--- config.mk ---
export PLATFORM = sky130hd
export DESIGN_NAME = decoder24_pipe
export DESIGN_NICKNAME = d
export VERILOG_FILES = /design/src/rtl/decoder24_pkg.sv /design/src/rtl/decoder24_core.sv /design/src/rtl/decoder24_pipe.sv
export SDC_FILE = /design/constraint.sdc
export NUM_CORES = 1
export LEC_CHECK = 0
export CORE_MARGIN = 5
export CORE_UTILIZATION = 55
export DETAILED_ROUTE_END_ITERATION = 6
export PLACE_DENSITY = 0.85
export SLEW_MARGIN = 20
export SYNTH_ARGS = -nofsm -noshare
export SYNTH_HDL_FRONTEND = slang
export SYNTH_SLANG_ARGS = --single-unit
--- constraint.sdc ---
create_clock -name clk -period 5.4 [get_ports clk]
set_input_delay 0.81 -clock clk [delete_from_list [all_inputs] [get_ports clk]]
set_output_delay 0.81 -clock clk [all_outputs]
set_load 0.03 [all_outputs]
--- src/rtl/decoder24_pkg.sv ---
// ---------------------------------------------------------------------------
// decoder24_pkg
// Shared definitions for the registered 2-to-4 decoder:
//   - buffer geometry (depth, pointer and count widths, entry width)
//   - field offsets inside a buffered entry {en, code}
//   - onehot4(): reference decode of one entry into a one-hot word
// ---------------------------------------------------------------------------
package decoder24_pkg;

  localparam int DEPTH    = 2;
  localparam int PTR_W    = 1;
  localparam int CNT_BITS = 2;
  localparam int ENTRY_W  = 3;

  // Entry layout: bit 2 = enable, bits 1:0 = code
  localparam int EN_BIT   = 2;
  localparam int CODE_LSB = 0;

  // Decode an {en, code} pair: enabled gives 1 << code, disabled gives zero.
  function automatic logic [3:0] onehot4(input logic en, input logic [1:0] code);
    logic [3:0] w_word;
    w_word = 4'b0000;
    if (en) begin
      w_word = 4'b0001 << code;
    end
    return w_word;
  endfunction

endpackage

--- src/rtl/decoder24_core.sv ---
// ---------------------------------------------------------------------------
// decoder24_core
// Purely combinational 2-to-4 decode of one buffered entry.
// Ports:
//   i_en    enable captured with the code; 0 forces an all-zero word
//   i_code  2-bit code (bit1 <-> encoder o1, bit0 <-> encoder o0)
//   o_y     one-hot word when enabled, 4'b0000 otherwise
// ---------------------------------------------------------------------------
module decoder24_core (
  input  logic       i_en,
  input  logic [1:0] i_code,
  output logic [3:0] o_y
);

  always_comb begin
    o_y = 4'b0000;
    if (i_en) begin
      case (i_code)
        2'b00:   o_y = 4'b0001;
        2'b01:   o_y = 4'b0010;
        2'b10:   o_y = 4'b0100;
        default: o_y = 4'b1000;
      endcase
    end
  end

endmodule

--- src/rtl/decoder24_pipe.sv ---
// ---------------------------------------------------------------------------
// decoder24_pipe
// Registered 2-to-4 decoder behind a 2-entry FIFO, with per-output
// saturating hit counters.
// Ports:
//   clk, rst_n            clock, synchronous active-low reset
//   in_valid/in_ready     upstream handshake; in_code, in_en captured on push
//   out_valid/out_ready   downstream handshake; y is the decoded head entry
//   clr_cnt               synchronous clear of all hit counters
//   cnt0..cnt3            words delivered with y[k] high (saturating)
// ---------------------------------------------------------------------------
module decoder24_pipe #(
  parameter int CNT_W = 8,
  parameter int DEPTH = 2
) (
  input  logic             clk,
  input  logic             rst_n,
  input  logic             in_valid,
  output logic             in_ready,
  input  logic [1:0]       in_code,
  input  logic             in_en,
  output logic             out_valid,
  input  logic             out_ready,
  output logic [3:0]       y,
  input  logic             clr_cnt,
  output logic [CNT_W-1:0] cnt0,
  output logic [CNT_W-1:0] cnt1,
  output logic [CNT_W-1:0] cnt2,
  output logic [CNT_W-1:0] cnt3
);

  import decoder24_pkg::*;

  localparam logic [CNT_BITS-1:0] FULL    = CNT_BITS'(DEPTH);
  localparam logic [CNT_W-1:0]    CNT_MAX = {CNT_W{1'b1}};

  // Counter increment that sticks at all-ones instead of wrapping.
  function automatic logic [CNT_W-1:0] sat_inc(input logic [CNT_W-1:0] v);
    return (v == CNT_MAX) ? v : v + 1'b1;
  endfunction

  logic [ENTRY_W-1:0]  r_mem [DEPTH];
  logic [PTR_W-1:0]    r_wptr;
  logic [PTR_W-1:0]    r_rptr;
  logic [CNT_BITS-1:0] r_count;
  logic [CNT_W-1:0]    r_cnt [4];

  logic               w_push;
  logic               w_pop;
  logic [ENTRY_W-1:0] w_head;
  logic [3:0]         w_core_y;

  // Handshake flags come only from the registered count.
  assign in_ready  = (r_count != FULL);
  assign out_valid = (r_count != '0);
  assign w_push    = in_valid && in_ready;
  assign w_pop     = out_valid && out_ready;

  // Decode stage: head entry into the combinational core.
  assign w_head = r_mem[r_rptr];

  decoder24_core u_core (
    .i_en   (w_head[EN_BIT]),
    .i_code (w_head[CODE_LSB +: 2]),
    .o_y    (w_core_y)
  );

  // An empty buffer may hold stale or uninitialised entries, so mask them.
  assign y = out_valid ? w_core_y : 4'b0000;

  // Buffer storage stage: data slots carry no reset.
  always_ff @(posedge clk) begin
    if (w_push) begin
      r_mem[r_wptr] <= {in_en, in_code};
    end
  end

  always_ff @(posedge clk) begin
    if (!rst_n) begin
      r_wptr  <= '0;
      r_rptr  <= '0;
      r_count <= '0;
    end else begin
      if (w_push) begin
        r_wptr <= r_wptr + 1'b1;
      end
      if (w_pop) begin
        r_rptr <= r_rptr + 1'b1;
      end
      case ({w_push, w_pop})
        2'b10:   r_count <= r_count + 1'b1;
        2'b01:   r_count <= r_count - 1'b1;
        default: r_count <= r_count;
      endcase
    end
  end

  // Hit counter stage: clear beats a same-edge increment.
  always_ff @(posedge clk) begin
    if (!rst_n || clr_cnt) begin
      for (int k = 0; k < 4; k++) begin
        r_cnt[k] <= '0;
      end
    end else if (w_pop) begin
      for (int k = 0; k < 4; k++) begin
        if (y[k]) begin
          r_cnt[k] <= sat_inc(r_cnt[k]);
        end
      end
    end
  end

  assign cnt0 = r_cnt[0];
  assign cnt1 = r_cnt[1];
  assign cnt2 = r_cnt[2];
  assign cnt3 = r_cnt[3];

endmodule

==> flow_summary_export.csv <==
group,metric,value,unit
outcome,status,"finished, final reports clean",
yosys,synth_top_area_cell,"edfxtp_1",
timing,fin_crit,3059,ps
routing,wire_per_inst,16.36,um
timing,slew_headroom,29.62,%
yosys,ys_seq_area_share,55.73,%
cts,postCtsSetupRepairBufs,0,
pwr,seqPwrFrac,43.2,%
yosys,synth_warnings,0,
routing,num_vias,1726,
floorplanning,ios,46,
timing,rsz0062_at_grt,"no",
global_routing,grt_pass1_vias,1688,
global_routing,overflow,0,
placement,place_congestion,0.7677,
worst_setup_path,worstPathRequired,4590,ps
yosys,synth_ff_type,"edfxtp_1",
cts,postCtsHoldBufs,0,
timing,worst_pin_slew,1045,ps
cts,postCtsResizedCells,0,
pwr,switching_share,31.63,%
timing,fin_skew,8.042,ps
worst_setup_path,cpMaxStageDelayCell,"clkdlybuf4s50_1",
cts,clkTransAtPathRegs,80,ps
yosys,synth_area_per_cell,11.31,sq um
timing,tns,0,ps
cts,cts_tree,"yes",
timing,drv_slew,0,
finish,synthToLayoutAreaGrowth,27.98,%
routing,antenna_left,0,
cts,cts_made_buffers,5,
yosys,synth_cells,197,
timing,setup_ws,2341,ps
worst_setup_path,arrival,2250,ps
worst_setup_path,critPathMaxStageDelay,670,ps
yosys,ys_ff_latch,43,
worst_setup_path,worstPathCellList,"mux2i_1, nand4_2, inv_1, clkdlybuf4s50_1",
yosys,synth_top_area_share,51.24,%
pwr,total_power,1005,uW
finish,layout.nets,257,
yosys,netlist_area,2227,sq um
worst_setup_path,startpoint_type,"register",
floorplanning,die_h,73.64,um
routing,first_iter_violations,170,
worst_setup_path,critPathKind,"register to output port",
yosys,synth-edff-count,38,
floorplanning,core_area,3971,sq um
timing,setup_viol_count_final,0,
cts,cts_sinks,43,
floorplanning,start_util,56.08,%
yosys,synth_nets,210,
worst_setup_path,crit_path_max_fanout,10,
global_routing,grt_max_degree,33,
global_routing,grt_usage,19.77,%
pwr,p_sw,317.7,uW
finish,antenna_cells,0,
cts,cts-root-buf,"clkbuf_8",
timing,hold_viol_final,0,
placement,port_buffers,45,
global_routing,grt_pass1_wl,8.052,mm
yosys,synth_common_cells,"38 x edfxtp_1, 20 x nor3_1, 19 x o21ai_0, 15 x nand3_1, 12 x inv_1",
worst_setup_path,end_kind,"output port",
pwr,p_clk_share,29.6,%
min_path,hp-start,"r_rptr",
cts,clk_latency,300,ps
timing,holdWs,526.4,ps
yosys,synth_most_common_cell,"edfxtp_1",
placement,dp_hpwl,3.433,mm
routing,drc_errors,0,
placement,pre_cts_slack,2419,ps
yosys,synth_cell_type_count,35,
pwr,internal-power,686.8,uW
yosys,yosys-top-cells-area,"edfxtp_1 51%, dfxtp_1 4.5%, nor3_1 4.5%, o21ai_0 4.3%, xor2_1 3.5%",
pwr,p_per_area,352.4,nW/um^2
floorplanning,die_area,5422,sq um
pwr,comb_power_share,27.2,%
routing,wl,4.826,mm
worst_setup_path,path_delay_family,"buffers and inverters",
worst_setup_path,crit_buf_inv,2,
routing,vias_per_cell,5.851,
cts,clock_path_buffers,2,
yosys,async_flop_share,0,%
job,drv_cap,0,
finish,drive_gt1_share,8.980,%
floorplanning,rows,23,
timing,final.period_utilization,56.64,%
pwr,p_leak,0.0009390,uW
pwr,peakVddDrop,0.2751,mV
floorplanning,fp.dieW,73.64,um
routing,dr.pass1.iters,4,
timing,max_freq,326.9,MHz
min_path,hold_class,"register to register",
global_routing,antenna_found_initial,0,
cts,h-tree-depth,2,
## worst min-delay path, cell delays in order, from the launching register on
cell and delay (ps):
dfxtp_1 330, xnor2_1 90, nor2_1 80
## final timing paths
check | to | slack (ps) | depth (start not counted)
max | y[0] | 2340 | 4
min reg2reg | register | 530 | 2
min | register | 530 | 2
max reg2reg | r_cnt[1][0] | 2990 | 3
## power groups by stage
stage / registers [uW] / clock network [uW] / logic (uW)
5_1_grt: 440 / 315 / 293
4_1_cts: 433 / 303 / 273
3_5_place_dp: 440 / 0 / 268
3_3_place_gp: 438 / 0 / 262
2_1_floorplan: 453 / 0 / 170
6_report: 434 / 297 / 274
## cell families (layout without fill, tap and decap cells)
logic type	after synthesis	in the layout	synth area share [%]
AND/OR/NAND/NOR	75	75	19.33
adder cells (fa/ha/maj)	5	5	2.809
buffers and inverters	17	65	3.146
multiplexers	5	5	2.416
XOR/XNOR	15	15	5.899
flip-flops	43	43	55.73
AO/OA/AOI/OAI	37	37	10.67
## placed cells by master, fill, tap and decap left out, drive strengths merged
master	n
inv	12
mux2i	2
edfxtp	38
a21oi	2
nand3b	1
xor2	9
o21a	1
ha	5
nand3	16
clkdlybuf4s50	45
bufinv	2
nand2	10
nand2b	1
o21ai	19
nor2b	1
dfxtp	5
a211oi	12
mux2	3
nor2	3
nor3	20
or3	11
o31ai	2
and3	1
or4	2
xnor2	6
clkbuf	6
or2	1
a21bo	1
nand4	8
## layout make-up
cell class                 count  area [sq um]
clock inverter                 2         60.06
inverter                      12         45.04
tap                           50         62.56
sequential                    43          1241
multi-input combinational    137         918.4
fill                         309          1121
clock buffer                   6         72.57
timing repair buffer          45         450.4
## per-stage QoR
stage | cell area [sq um] | utilization (%) | cells
after floorplan | 2227 | - | 197
after global placement | 2715 | 68.37 | 287
after detailed placement | 2715 | 68.37 | 287
after CTS | 2848 | 71.71 | 295
after global routing | 2850 | 71.77 | 295
final | 2850 | 71.77 | 295
## state kept, by name, summed over array words and instances (netlist names), named ones only
name,cells
r_mem,6
r_count,2
r_wptr,1
r_cnt,32
r_rptr,1
## metal layers
layer / global-route usage, % / share of wire [%] / vias to the layer above
met3: 6.293 / 7.3 / 4
met2: 29.13 / 47 / 61
li1: - / - / 841
met1: 26.62 / 45 / 820
met5: 0 / 0 / -
met4: 8.853 / 1.3 / 0
Power figures use the tool's default switching activity.
